## config.mk

```make
export PLATFORM = sky130hd
export DESIGN_NAME = wb_stage
export DESIGN_NICKNAME = d
export VERILOG_FILES = /design/src/rtl/wb_stage.sv
export SDC_FILE = /design/constraint.sdc
export NUM_CORES = 1
export LEC_CHECK = 0
export ABC_AREA = 1
export BUFFER_PORTS_ARGS = -buffer_cell sky130_fd_sc_hd__clkbuf_2
export CAP_MARGIN = 20
export CELL_PAD_IN_SITES_DETAIL_PLACEMENT = 2
export CELL_PAD_IN_SITES_GLOBAL_PLACEMENT = 2
export CORE_MARGIN = 2
export CORE_UTILIZATION = 32
export CTS_CLUSTER_DIAMETER = 80
export DETAILED_ROUTE_END_ITERATION = 6
export GPL_TIMING_DRIVEN = 0
export PLACE_DENSITY = 0.83
export SLEW_MARGIN = 20
export SYNTH_ARGS = -nofsm -noshare
export SYNTH_HDL_FRONTEND = slang
export SYNTH_SLANG_ARGS = --single-unit
export TNS_END_PERCENT = 20
```

## constraint.sdc

```tcl
create_clock -name clk -period 5.7 [get_ports clk]
set_input_delay 0.285 -clock clk [delete_from_list [all_inputs] [get_ports clk]]
set_output_delay 0.285 -clock clk [all_outputs]
set_load 0.05 [all_outputs]
```

## src/rtl/wb_stage.sv

```systemverilog
// Write-back stage: register-file write, CP0 (Status/Cause/EPC/BadVAddr[/Count/Compare]), exception/ERET flush.
// Optional timer interrupt (Count/Compare driving Cause.TI) is built only when WS_TIMER_INT_EN is defined.
module wb_stage #(
  parameter logic [31:0] EX_ENTRY = 32'hbfc00380,
  localparam int MS_TO_WS_BUS_WD = 150
) (
  input  logic                       clk,
  input  logic                       reset,
  input  logic                       ms_to_ws_valid,
  input  logic [MS_TO_WS_BUS_WD-1:0] ms_to_ws_bus,
  output logic                       ws_allowin,
  output logic [37:0]                ws_to_rf_bus,
  output logic                       ex_from_ws,
  output logic [31:0]                ex_pc,
  input  logic [5:0]                 ext_int,
  output logic                       int_pending,
  output logic [31:0]                debug_wb_pc,
  output logic [3:0]                 debug_wb_rf_wen,
  output logic [4:0]                 debug_wb_rf_wnum,
  output logic [31:0]                debug_wb_rf_wdata
);

  // Handshake: an instruction moves in on a cycle where ms_to_ws_valid && ws_allowin;
  // this stage always completes in one cycle, so ws_allowin is permanently 1.
  logic                       ws_valid;
  logic [MS_TO_WS_BUS_WD-1:0] bus_r;

  assign ws_allowin = 1'b1;

  always_ff @(posedge clk or negedge reset) begin
    if (!reset) begin
      ws_valid <= 1'b0;
    end else if (ws_allowin) begin
      ws_valid <= ms_to_ws_valid && !ex_from_ws;
    end
  end

  always_ff @(posedge clk) begin
    if (ms_to_ws_valid && ws_allowin) begin
      bus_r <= ms_to_ws_bus;
    end
  end

  logic        inst_addr_ex, eret, bd, mtc0_we, res_from_cp0, ex, gr_we;
  logic [31:0] rt_value, alu_result, final_result, pc;
  logic [4:0]  cp0_addr, excode, dest;

  assign {inst_addr_ex, rt_value, eret, bd, mtc0_we, cp0_addr, res_from_cp0,
          alu_result, ex, excode, gr_we, dest, final_result, pc} = bus_r;

  logic ws_ex, ws_eret, mtc0_wr, compare_wr, ti_set;
  assign ws_ex      = ws_valid && ex;
  assign ws_eret    = ws_valid && eret && !ex;
  assign mtc0_wr    = ws_valid && mtc0_we && !ex;
  assign compare_wr = mtc0_wr && (cp0_addr == 5'd11);

  logic [7:0]  status_im;
  logic        status_exl, status_ie;
  logic        cause_bd, cause_ti;
  logic [1:0]  cause_ip_sw;
  logic [5:0]  cause_ip_hw;
  logic [4:0]  cause_excode;
  logic [31:0] epc, badvaddr, count_rd, compare_rd;
  logic [7:0]  cause_ip;

`ifdef WS_TIMER_INT_EN
  logic        tick;
  logic [31:0] count, compare;

  always_ff @(posedge clk or negedge reset) begin
    if (!reset) begin
      tick  <= 1'b0;
      count <= 32'd0;
    end else begin
      tick <= ~tick;
      if (mtc0_wr && (cp0_addr == 5'd9)) begin
        count <= rt_value;
      end else if (tick) begin
        count <= count + 32'd1;
      end
    end
  end

  always_ff @(posedge clk) begin
    if (compare_wr) begin
      compare <= rt_value;
    end
  end

  assign count_rd   = count;
  assign compare_rd = compare;
  assign ti_set     = (count == compare);
`else
  assign count_rd   = 32'd0;
  assign compare_rd = 32'd0;
  assign ti_set     = 1'b0;
`endif

  // Exception update is applied last so it overrides any MTC0/ERET effect on the same edge.
  always_ff @(posedge clk or negedge reset) begin
    if (!reset) begin
      status_im    <= 8'd0;
      status_exl   <= 1'b0;
      status_ie    <= 1'b0;
      cause_bd     <= 1'b0;
      cause_ti     <= 1'b0;
      cause_ip_sw  <= 2'd0;
      cause_ip_hw  <= 6'd0;
      cause_excode <= 5'd0;
    end else begin
      cause_ip_hw <= ext_int;
      if (mtc0_wr && (cp0_addr == 5'd12)) begin
        status_im  <= rt_value[15:8];
        status_exl <= rt_value[1];
        status_ie  <= rt_value[0];
      end
      if (mtc0_wr && (cp0_addr == 5'd13)) begin
        cause_ip_sw <= rt_value[9:8];
      end
      if (compare_wr) begin
        cause_ti <= 1'b0;
      end else if (ti_set) begin
        cause_ti <= 1'b1;
      end
      if (ws_eret) begin
        status_exl <= 1'b0;
      end
      if (ws_ex) begin
        status_exl   <= 1'b1;
        cause_excode <= excode;
        if (!status_exl) begin
          cause_bd <= bd;
        end
      end
    end
  end

  always_ff @(posedge clk) begin
    if (ws_ex) begin
      if (!status_exl) begin
        epc <= bd ? (pc - 32'd4) : pc;
      end
    end else if (mtc0_wr && (cp0_addr == 5'd14)) begin
      epc <= rt_value;
    end
    if (ws_ex && ((excode == 5'd4) || (excode == 5'd5))) begin
      badvaddr <= inst_addr_ex ? pc : alu_result;
    end
  end

  assign cause_ip = {cause_ip_hw[5] | cause_ti, cause_ip_hw[4:0], cause_ip_sw};

  logic [31:0] cp0_rdata;
  always_comb begin
    cp0_rdata = 32'd0;
    case (cp0_addr)
      5'd8:    cp0_rdata = badvaddr;
      5'd9:    cp0_rdata = count_rd;
      5'd11:   cp0_rdata = compare_rd;
      5'd12:   cp0_rdata = {9'd0, 1'b1, 6'd0, status_im, 6'd0, status_exl, status_ie};
      5'd13:   cp0_rdata = {cause_bd, cause_ti, 14'd0, cause_ip, 1'b0, cause_excode, 2'd0};
      5'd14:   cp0_rdata = epc;
      default: cp0_rdata = 32'd0;
    endcase
  end

  logic        rf_we;
  logic [31:0] rf_wdata;
  assign rf_we    = ws_valid && gr_we && !ex;
  assign rf_wdata = res_from_cp0 ? cp0_rdata : final_result;

  assign ws_to_rf_bus = {rf_we, dest, rf_wdata};
  assign ex_from_ws   = ws_valid && (ex || eret);
  assign ex_pc        = (eret && !ex) ? epc : EX_ENTRY;
  assign int_pending  = (|(cause_ip & status_im)) && status_ie && !status_exl;

  assign debug_wb_pc       = pc;
  assign debug_wb_rf_wen   = {4{rf_we}};
  assign debug_wb_rf_wnum  = dest;
  assign debug_wb_rf_wdata = rf_wdata;

endmodule

```

Word-level counts from Yosys, hierarchy flattened
Cells that the tools add are included.
{ "totals": {"regBits": 239, "latch_bits": 0, "ram_bits": 0, "mem_bits_ro": 0, "inputBits": 159, "output_inout_bits": 146, "wordCells": 58, "mem_count": 0} }
{ "classes": {"addsub": 1, "mul": 0, "div_mod_pow": 0, "n_lt_le_gt_ge": 0, "n_eq_ne": 7, "shift": 0, "n_mux": 11, "n_bitwise": 2, "reduce_logical": 26} }
{ "ops": {"columns": ["cell", "count"], "rows": [
  ["$mux W32", 7],
  ["$pmux W32 S4", 1],
  ["$sub A32 B3 Y32 const B", 1],
  ["$eq A5 B4 Y1 const B", 4],
  ["$logic_and A1 B1 Y1", 16],
  ["$eq A5 B3 Y1 const B", 2],
  ["$and A8 B8 Y8", 1],
  ["$reduce_or A8 Y1", 1],
  ["$reduce_and A2 Y1", 2],
  ["$logic_not A1 Y1", 3],
  ["$mux W1", 3],
  ["$reduce_bool A3 Y1", 1],
  ["$logic_or A1 B1 Y1", 2],
  ["$ne A2 B2 Y1 const B", 1],
  ["$reduce_bool A2 Y1", 1],
  ["$not A1 Y1", 1]
]} }

Logic depth before layout (Yosys ltp)
Gate-level depths: netlist of the first run.
{ "depth": {"word_depth": 6, "depth_mapped": 11, "ltp_nobuf": 11} }

Least setup slack after synthesis of the first run
OpenSTA, ideal clock, no wires.
{ "synth_timing": {"kind": "reg-to-reg", "start": "reg bus_r[75]", "end": "reg badvaddr[0], enable pin", "setup_ps": 501, "t_arrival_ps": 3780, "required_time_ps": 5199, "slack_ps": 1418, "stages_incl_launch_ff": 5, "n_path_buf": 0, "synth_period_minus_slack_ps": 4282, "cell_sequence": "edfxtp_1 > nand2_1 > clkinv_1 > nand2_1 > nor4_1"} }
{ "synth_via": {"elab_chain_cells": 2} }
{ "synth_lines": {"columns": ["item", "line", "text"], "rows": [
  ["start: declaration", "26", "logic [MS_TO_WS_BUS_WD-1:0] bus_r;"],
  ["start signal: assignment", "40", "bus_r <= ms_to_ws_bus;"],
  ["$logic_and A1 B1 Y1", "52", "assign ws_ex = ws_valid && ex;"],
  ["$logic_and A1 B1 Y1", "146", "if (ws_ex && ((excode == 5'd4) || (excode == 5'd5))) begin"],
  ["end signal: assignment", "147", "badvaddr <= inst_addr_ex ? pc : alu_result;"],
  ["end: declaration", "63", "logic [31:0] epc, badvaddr, count_rd, compare_rd;"]
]} }
Every way passes these cells.
A chain may end at the register's enable or synchronous reset.

Worst setup path in the final report of the first run
{ "layout_timing": {"start": "reg bus_r[109]", "end": "out ws_to_rf_bus[17]"} }
{ "layout_via": {"elab_chain_cells": 3, "elab_cells_between_ends": 6, "classes_between": "eq/ne: 4; mux: 2"} }
{ "layout_lines": {"columns": ["item", "line", "text"], "rows": [
  ["$eq A5 B4 Y1", "156", "case (cp0_addr)"],
  ["$pmux W32 S4 *", "156", null],
  ["$mux W32 *", "170", "assign rf_wdata = res_from_cp0 ? cp0_rdata : final_result;"],
  ["end: declaration", "12", "output logic [37:0] ws_to_rf_bus,"]
]} }
Mark *: on every way between the ends. The rest lies on a longest branch, timed or not.

==> results of run 1 <==
[cell type report]
cell class | instances | area [um^2] | area share [%]
repair buffers | 468 | 3184 | 20.66
well taps | 448 | 560.5 | 3.636
clock inverters | 12 | 105.1 | 0.6818
plain buffers | 110 | 728.2 | 4.724
multi-input cells | 591 | 2619 | 16.99
flip-flops and latches | 239 | 7052 | 45.74
clock buffers | 39 | 803.3 | 5.211
inverters | 97 | 364.1 | 2.362
[worst max path at each step]
| stage | from | to | slack (ns) | cells after the start |
|---|---|---|---|---|
| after global routing | bus_r[109] | ws_to_rf_bus[7] | 2.38 | 10 |
| after global placement | bus_r[75] | badvaddr[26] | -0.94 | 4 |
| after detailed placement | bus_r[75] | badvaddr[30] | 2.85 | 9 |
| after floorplan | bus_r[75] | badvaddr[0] | 1.42 | 4 |
| final | bus_r[109] | ws_to_rf_bus[17] | 2.51 | 10 |
| after CTS | bus_r[111] | ws_to_rf_bus[28] | 2.49 | 9 |
[placed cells by master, fill, tap and decap left out, types with 11 or more instances in the layout]
| master | n |
|---|---|
| nand3_1 | 34 |
| clkbuf_16 | 29 |
| clkbuf_1 | 23 |
| inv_1 | 90 |
| edfxtp_1 | 214 |
| nand2_1 | 291 |
| dlygate4sd3_1 | 157 |
| buf_4 | 81 |
| buf_2 | 11 |
| nor2_1 | 110 |
| o21ai_0 | 38 |
| dfrtp_1 | 25 |
| clkbuf_2 | 302 |
| o21ai_1 | 23 |
| a21oi_1 | 40 |
[cell families after synthesis]
group           count (synthesis)  synth area share (%)
xor+xnor                        5                0.4075
fa+ha+maj                       1                0.1164
other cells                     1               0.03490
buf+inv                       207                 10.17
compound gates                119                 5.880
mux                             4                0.4192
flops                         239                 65.63
simple gates                  461                 17.35
[sequential cells by signal, indices dropped and copies added, names as in the netlist]
signal / count
ws_valid: 1
status_ie: 1
cause_bd: 1
cause_ip_hw: 6
badvaddr: 32
bus_r: 150
epc: 32
status_im: 8
cause_excode: 5
cause_ip_sw: 2
status_exl: 1
[per-layer routing]
layer | track usage [%] | share of wire (%) | up-vias
met5 | 0 | 0.025 | -
met4 | 12.36 | 4.4 | 2
met3 | 5.460 | 7.1 | 127
met2 | 51.27 | 50 | 530
met1 | 34.95 | 38 | 5122
li1 | - | - | 4358
[metrics by stage]
step           hold WS, ns  area (um^2)  util (%)  worst slack (ns)  setup TNS, ns
2_1_floorplan     -0.01059        10750         -             1.418              0
5_1_grt             0.3487        15420     46.32             2.383              0
3_3_place_gp        0.3597        12820     38.53           -0.9401         -29.96
4_1_cts             0.3290        15420     46.32             2.491              0
6_report            0.3193        15420     46.32             2.515              0
3_5_place_dp        0.3690        12940     38.87             2.849              0
[power groups by stage]
stage,combinational (uW),sequential [uW],clock (uW)
floorplan,540,2140,0
global placement,774,2180,0
detailed placement,823,2190,0
CTS,924,2150,1830
global route,1010,2170,1940
finish,962,2170,1870
[worst max-delay path, cell delays in order, from the launching register on]
cell	delay (ns)
edfxtp_1	0.40
nor2_2	0.21
nand3_1	0.23
nor2_1	0.22
buf_2	0.30
nand2_1	0.11
o21ai_0	0.21
nand2_1	0.16
nand2_1	0.14
buf_4	0.12
clkbuf_2	0.26
[what timing repair did]
item | in CTS | in global routing
setup endpoints to repair | 0 | 0
hold endpoints to repair | 181 | 0
hold buffers | 157 | 0
gates resized for setup | 0 | 0
==> reports/results.ini, run 1 <==
[floorplan]
die_area_mm2 = 0.03506
start_util_pct = 32.29
fp.dieW_um = 187.2
row_count = 67
die_height_um = 187.2
io_pins = 305
core_mm2 = 0.03328

[layout]
nNetsFinal = 1695
fill_cells = 3519
area_growth_pct = 43.47
instances_no_fill = 2004
diodes = 0
drive_above_1_share_pct = 29.50

[yosys]
ys.flop_type = edfxtp_1
synth_nets = 1197
yosysMostFrequentCell = nand2_1
ys_warn_count = 0
synth_top_area_share_pct = 59.80
syn_area_mm2 = 0.01075
netlist_instances = 1037
ys_seq_elements = 239
synth_top_area_cell = edfxtp_1
synth.avg_cell_area_um2 = 10.36
synth_edf_count = 214
yosysSeqAreaShare_pct = 65.63
ys_types = 35
synthTopCellsByCount = nand2_1, edfxtp_1, nor2_1
yosys-top-cells-area = edfxtp_1, nand2_1, dfrtp_1
synthArstFlopShare_pct = 10.46

[worst_hold_path]
min_from = ms_to_ws_valid
hold_end = bus_r[122]
worstHoldPathCells = 1
hold_class = in2reg

[cts]
htreeDepth = 1
cts_tree = yes
root_buffer = clkbuf_16
clk_latency_ns = 0.56
clkTransAtPathRegs_ns = 0.07
cts_setup_buffers = 0
cts_sinks = 239
ctsLongestPathBuffers = 3
numCtsBuffers = 28

[drt]
num_vias = 10140
wl_per_cell_um = 25.87
viasPerCell = 5.059
wl_um = 51830
drt-initial-drc-count = 851
firstDrtPassIters = 5
ant_nets = 0
route.detailed.drc = 0

[grt]
grt_pass1_vias = 11390
track_usage_pct = 29.15
gr-total-overflow = 0
grt_pass1_wl_um = 76020
antenna_found_initial = 1
grt_max_degree = 88

[pwr]
p_sw_uw = 1579
internal_power_uw = 3423
vdd_drop_max_mv = 0.2393
clkPwrFrac_pct = 37.5
swShare_pct = 31.56
p_leak_uw = 0.006936
pwr-share-seq_pct = 43.3
p_per_area_mw_per_mm2 = 324.4
combPwrFrac_pct = 19.2
p_total_uw = 5002

[timing]
final_max_slew_viol_count = 0
skew_ns = 0.02818
max_slew_margin_pct = 37.81
rsz0062_at_grt = no
setup_viol = 0
min_period_over_period_pct = 55.88
finalCriticalPeriod_ns = 3.185
max_freq_mhz = 313.9
tightestPinTransition_ns = 0.9328
finalHoldViolCount = 0

[run_status]
status = finished, final reports clean

[critical_path]
r2r-end = badvaddr[1]
path_max_fanout = 10
reg2reg_depth = 9
cp.arrival_ns = 2.90
required_ns = 5.41
reg2reg_from = ws_valid
r2r_setup_slack_ns = 2.61
criticalPathCategory = reg2out
critPathLaunchType = flip-flop
cp-end-kind = output port

[place]
dp_hpwl_um = 31680
io_buffers = 303
dpl.cell_count = 1796
gp_congestion = 0.8212

[run]
cap_violations = 0

Note: power is estimated with default switching activity, not from simulation.
==> run 2, diff against run 1 <==
--- a/config.mk
+++ b/config.mk
@@ -11,11 +11,11 @@
 export CELL_PAD_IN_SITES_DETAIL_PLACEMENT = 2
 export CELL_PAD_IN_SITES_GLOBAL_PLACEMENT = 2
 export CORE_MARGIN = 2
-export CORE_UTILIZATION = 32
+export CORE_UTILIZATION = 29
 export CTS_CLUSTER_DIAMETER = 80
 export DETAILED_ROUTE_END_ITERATION = 6
 export GPL_TIMING_DRIVEN = 0
-export PLACE_DENSITY = 0.83
+export PLACE_DENSITY = 0.79
 export SLEW_MARGIN = 20
 export SYNTH_ARGS = -nofsm -noshare
 export SYNTH_HDL_FRONTEND = slang
==> constraint.sdc (replaced) <==
create_clock -name clk -period 2.72 [get_ports clk]
set_input_delay 0.136 -clock clk [delete_from_list [all_inputs] [get_ports clk]]
set_output_delay 0.136 -clock clk [all_outputs]
set_load 0.05 [all_outputs]
==> reports/results.ini, run 2 (same netlist as run 1, synthesis figures left out) <==
[pwr]
p_total_uw = 10470  ; +110%
vdd_drop_max_mv = 0.4485  ; +87%
p_leak_uw = 0.006981  ; +0.65%
p_per_area_mw_per_mm2 = 669.9  ; +110%

[critical_path]
cp.arrival_ns = 2.52  ; -0.38 ns
path_max_fanout = 10  ; unchanged
cp-end-kind = output port
critPathLaunchType = flip-flop
criticalPathCategory = reg2out
required_ns = 2.58  ; -2.83 ns

[floorplan]
row_count = 70  ; +4.5%
die_height_um = 196.5  ; +4.9%
io_pins = 305  ; unchanged
die_area_mm2 = 0.03861  ; +10%
start_util_pct = 29.42  ; -2.9 points
fp.dieW_um = 196.5  ; +4.9%
core_mm2 = 0.03652  ; +9.7%

[layout]
top_regs = bus_r (150), badvaddr (32), epc (32)
final_cell_mix = nand2_1, clkbuf_2, edfxtp_1, dlygate4sd3_1, nor2_1
nNetsFinal = 1697  ; +0.12%
largest_reg_flops = 150  ; unchanged
instances_no_fill = 2027  ; +1.1%
drive_above_1_share_pct = 30.17  ; +0.67 points
area_growth_pct = 45.46
final_common_cell = nand2_1
largest_register = bus_r

[timing]
min_period_over_period_pct = 97.65
finalHoldViolCount = 0  ; unchanged
fin_ws_ns = 0.06382  ; -2.451 ns
holdWs_ns = 0.1261  ; -0.1932 ns
tightestPinTransition_ns = 1.001  ; +0.06770 ns
rsz0062_at_grt = yes
skew_ns = 0.01507  ; -0.01311 ns
final_max_slew_viol_count = 0  ; unchanged
max_slew_margin_pct = 33.30  ; -4.5 points
max_freq_mhz = 376.5
finalCriticalPeriod_ns = 2.656
setup_viol = 0  ; unchanged

[drt]
viasPerCell = 4.726  ; -6.6%
drt-initial-drc-count = 487  ; -43%
wl_um = 47740  ; -7.9%
ant_nets = 0  ; unchanged
firstDrtPassIters = 4  ; -1
num_vias = 9580  ; -5.5%
route.detailed.drc = 0  ; unchanged
wl_per_cell_um = 23.55  ; -8.9%

[place]
io_buffers = 303  ; unchanged
dpl.cell_count = 1814  ; +1.0%
dp_hpwl_um = 32230  ; +1.7%
place_ws_ns = 0.03570  ; -2.813 ns
gp_congestion = 0.8412  ; +2.4%

[cts]
clk_latency_ns = 0.56  ; about the same
htreeDepth = 1  ; unchanged
cts_tree = yes
numCtsBuffers = 28  ; unchanged
cts_sinks = 239  ; unchanged
clkTransAtPathRegs_ns = 0.07  ; about the same
ctsLongestPathBuffers = 3  ; unchanged
root_buffer = clkbuf_16

[grt]
grt_pass1_vias = 10960  ; -3.7%
antenna_found_initial = 1  ; unchanged
track_usage_pct = 24.61  ; -4.5 points
grt_pass1_wl_um = 70990  ; -6.6%
grt_max_degree = 57  ; -35%
gr-total-overflow = 0  ; unchanged

[run]
cap_violations = 0  ; unchanged

[run_status]
status = finished, final reports clean

[worst_hold_path]
hold_class = in2reg

run 2: cell count changes in the layout (fill, tap and decap cells not counted), sizes merged:
cell	change
clkinv	+3
clkinvlp	+2
diode	+1
buf	+13
clkbuf	-18
bufinv	+2
run 2: report_power, final:
group,leakage [uW],switching (uW),internal [uW],total [uW]
combinational,0.00416,1350,636,1990
clock,0.000452,1650,2310,3960
sequential,0.00237,199,4320,4520
run 2: final cells by class:
| cell class | count | area (um^2) |
|---|---|---|
| inverters | 97 | 370.4 |
| diodes | 1 | 2.502 |
| clock inverters | 19 | 191.4 |
| plain buffers | 110 | 747.0 |
| fillers | 3830 | 20890 |
| flip-flops and latches | 239 | 7052 |
| clock buffers | 32 | 737.0 |
| repair buffers | 470 | 3292 |
| multi-input cells | 591 | 2653 |
| well taps | 468 | 585.6 |
run 2: metal layers:
metal	up-vias	GRT usage [%]	part of all wire, %
li1	4359	-	-
met1	4807	30.08	41
met2	326	44.75	51
met3	88	3.149	4.2
met4	0	8.305	3.4
met5	-	0	0
run 2: critical path, cell delays in order, from the launching register on:
cell,delay (ns)
edfxtp_1,0.45
nor2_4,0.17
nand3_2,0.17
nor2_4,0.16
buf_4,0.19
nand2_1,0.06
nand2_1,0.05
a21oi_1,0.06
o21ai_1,0.27
buf_4,0.16
clkbuf_4,0.21
run 2: final timing paths:
| path | startpoint | end | slack (ns) | depth (start not counted) |
|---|---|---|---|---|
| hold reg to reg | cause_excode[4] | cause_excode[4] | 0.53 | 2 |
| max in group asynchronous | reset | cause_ip_hw[0] | 2.02 | 2 |
| min in group asynchronous | reset | cause_excode[0] | 0.21 | 2 |
| setup / recovery | bus_r[113] | ws_to_rf_bus[0] | 0.06 | 10 |
| hold / removal | ms_to_ws_valid | bus_r[121] | 0.13 | 1 |
| setup reg to reg | bus_r[75] | badvaddr[27] | 0.18 | 7 |
run 2: repair_timing:
action                     in CTS  in global routing
resized for setup              16                 45
hold endpoints to repair      181                  0
hold buffers                  157                  0
setup endpoints to repair      55                 67
setup buffers                   1                  3
cloned                          0                  0
pin swaps                       0                  1
run 2: per-stage QoR:
stage | cell area [um^2] | utilization, % | TNS [ns]
2_1_floorplan | 10760 | - | -0.9676
6_report | 15630 | 42.80 | 0
3_3_place_gp | 12860 | 35.22 | -176.51
5_1_grt | 15630 | 42.80 | -0.4080
4_1_cts | 15540 | 42.56 | 0
3_5_place_dp | 13000 | 35.58 | 0
==> run 3, diff against run 2 <==
--- a/config.mk
+++ b/config.mk
@@ -10,7 +10,6 @@
 export CAP_MARGIN = 20
 export CELL_PAD_IN_SITES_DETAIL_PLACEMENT = 2
 export CELL_PAD_IN_SITES_GLOBAL_PLACEMENT = 2
-export CORE_MARGIN = 2
 export CORE_UTILIZATION = 29
 export CTS_CLUSTER_DIAMETER = 80
 export DETAILED_ROUTE_END_ITERATION = 6
==> reports/results.ini, run 3 (same netlist as run 1, synthesis figures left out) <==
[layout]
fill_cells = 3840  ; +0.26%
largest_reg_flops = 150  ; unchanged
drive_above_1_share_pct = 30.29  ; +0.12 points
final_util_pct = 42.74  ; -0.055 points
area_growth_pct = 45.27
top_regs = bus_r (150), badvaddr (32), epc (32)
final_cell_mix = nand2_1, clkbuf_2, edfxtp_1, dlygate4sd3_1, nor2_1
largest_register = bus_r
final_common_cell = nand2_1
nNetsFinal = 1693  ; -0.24%

[critical_path]
required_ns = 2.58  ; about the same
cp-end-kind = output port
cp_common_cell = nand2_1
crit_chain = nor2_4 > nand3_2 > nor2_4 > buf_6 > nand2_1 > o21ai_1 > nand2_1 > nand2_1 > buf_4 > clkbuf_4
critPathLaunchType = flip-flop
criticalPathCategory = reg2out
crit_family = simple AND/OR/NAND/NOR gates
slowest_delay_ns = 0.44  ; about the same
cp_slowest_cell = edfxtp_1
cp.arrival_ns = 2.58  ; +0.06 ns
path_max_fanout = 10  ; unchanged
critPathBufInv = 3  ; unchanged

[grt]
track_usage_pct = 25.09  ; +0.48 points
grt_max_degree = 86  ; +51%
grt_pass1_wl_um = 70670  ; -0.45%
grt_pass1_vias = 11030  ; +0.60%
gr-total-overflow = 0  ; unchanged
antenna_found_initial = 3  ; +2

[timing]
finalHoldViolCount = 0  ; unchanged
skew_ns = 0.02473  ; +0.009665 ns
max_slew_margin_pct = 43.07  ; +9.8 points
min_period_over_period_pct = 99.70  ; +2.0 points
fin_tns_setup_ns = 0  ; unchanged
finalCriticalPeriod_ns = 2.712  ; +0.05558 ns
max_freq_mhz = 368.8  ; -2.0%
setup_viol = 0  ; unchanged
final_max_slew_viol_count = 0  ; unchanged
fin_ws_ns = 0.008238  ; -0.05558 ns
tightestPinTransition_ns = 0.8540  ; -0.1465 ns
rsz0062_at_grt = yes

[worst_hold_path]
hold_class = in2reg

[cts]
cts_sinks = 239  ; unchanged
clkTransAtPathRegs_ns = 0.07  ; about the same
htreeDepth = 1  ; unchanged
ctsLongestPathBuffers = 3  ; unchanged
clk_latency_ns = 0.57  ; about the same
root_buffer = clkbuf_16
numCtsBuffers = 28  ; unchanged
cts_tree = yes

[floorplan]
core_mm2 = 0.03652  ; unchanged
io_pins = 305  ; unchanged
die_height_um = 194.5  ; -1.0%
start_util_pct = 29.42  ; unchanged
row_count = 70  ; unchanged
die_area_mm2 = 0.03783  ; -2.0%
fp.dieW_um = 194.5  ; -1.0%

[drt]
dr.max_layer_used = met4
route.detailed.drc = 0  ; unchanged
wl_met2_um = 24440  ; -0.22%
ant_nets = 0  ; unchanged
firstDrtPassIters = 5  ; +1
num_vias = 9697  ; +1.2%
viasPerCell = 4.789  ; +1.3%
drt-initial-drc-count = 508  ; +4.3%
wl_per_cell_um = 23.69  ; +0.60%
wl_met1_um = 19210  ; -2.0%
dr_wl_met3_um = 2405  ; +20%
wl_um = 47980  ; +0.50%

[place]
io_buffers = 303  ; unchanged
dp_hpwl_um = 31520  ; -2.2%
gp_congestion = 0.8276  ; -1.6%
place_ws_ns = 0.1679  ; +0.1322 ns

[pwr]
p_leak_uw = 0.006966  ; -0.22%
p_per_area_mw_per_mm2 = 677.9  ; +1.2%
vdd_drop_max_mv = 0.5423  ; +21%

[run]
cap_violations = 0  ; unchanged

[run_status]
status = finished, final reports clean

==> run 3: cell types whose count changed in the layout (fill, tap and decap cells not counted), sizes merged <==
cell | before | now
buf | 114 | 108
clkbuf | 341 | 344
clkinv | 15 | 14
clkinvlp | 3 | 4
diode | 1 | 2
==> run 3: layout make-up <==
cell class	instances	area (um^2)	share of cell area [%]
antenna	2	5.005	0.03206
inverter	97	370.4	2.373
timing repair buffer	466	3229	20.69
clock inverter	19	203.9	1.307
buffer	110	747.0	4.785
tap	468	585.6	3.751
sequential	239	7052	45.17
clock buffer	33	760.7	4.873
multi-input combinational	591	2656	17.02
==> run 3: per-stage QoR <==
| step | hold slack, ns | instance area, um^2 | cells | power [uW] |
|---|---|---|---|---|
| global route | 0.1883 | 15610 | 2025 | 10880 |
| CTS | 0.1690 | 15550 | 2023 | 10460 |
| floorplan | -0.1596 | 10760 | 1037 | 5625 |
| detailed placement | 0.2192 | 12970 | 1813 | 6297 |
| finish | 0.1578 | 15610 | 2025 | 10580 |
| global placement | 0.2111 | 12860 | 1808 | 6211 |
==> run 3: power breakdown <==
| part | leakage [uW] | internal (uW) | switching [uW] | total [uW] |
|---|---|---|---|---|
| clock | 0.000467 | 2380 | 1690 | 4070 |
| combinational | 0.00413 | 628 | 1360 | 1990 |
| sequential | 0.00237 | 4320 | 198 | 4520 |
==> run 3: worst paths after layout <==
check                               start                to  slack (ns)  cells past startpoint
max                            bus_r[109]  ws_to_rf_bus[26]       0.008                     10
min                        ms_to_ws_valid         bus_r[55]        0.16                      1
max reg2reg                     bus_r[75]      badvaddr[24]        0.21                      7
min reg2reg                    bus_r[129]      status_im[4]        0.50                      2
max in group asynchronous           reset    cause_ip_hw[5]        2.05                      2
min in group asynchronous           reset          ws_valid        0.18                      2
==> run 3: per-layer routing <==
layer	vias to the layer above	GRT usage (%)
met5	-	0
met2	387	44.78
met1	4846	29.93
li1	4357	-
met4	0	10.52
met3	107	3.870
==> run 3: what timing repair did <==
action | 4_1_cts | 5_1_grt
endpoints found under the hold margin | 181 | 0
endpoints found under the setup margin | 60 | 38
resized for setup | 14 | 33
setup buffers | 1 | 0
pin swaps | 0 | 1
hold buffers | 157 | 0
==> run 3: worst reg2reg max path: stages (launching register included) <==
cell	delay, ns
edfxtp_1	0.47
nand2_2	0.22
clkinvlp_4	0.28
nand2_1	0.18
nor4_4	0.35
buf_6	0.26
buf_4	0.26
buf_6	0.19
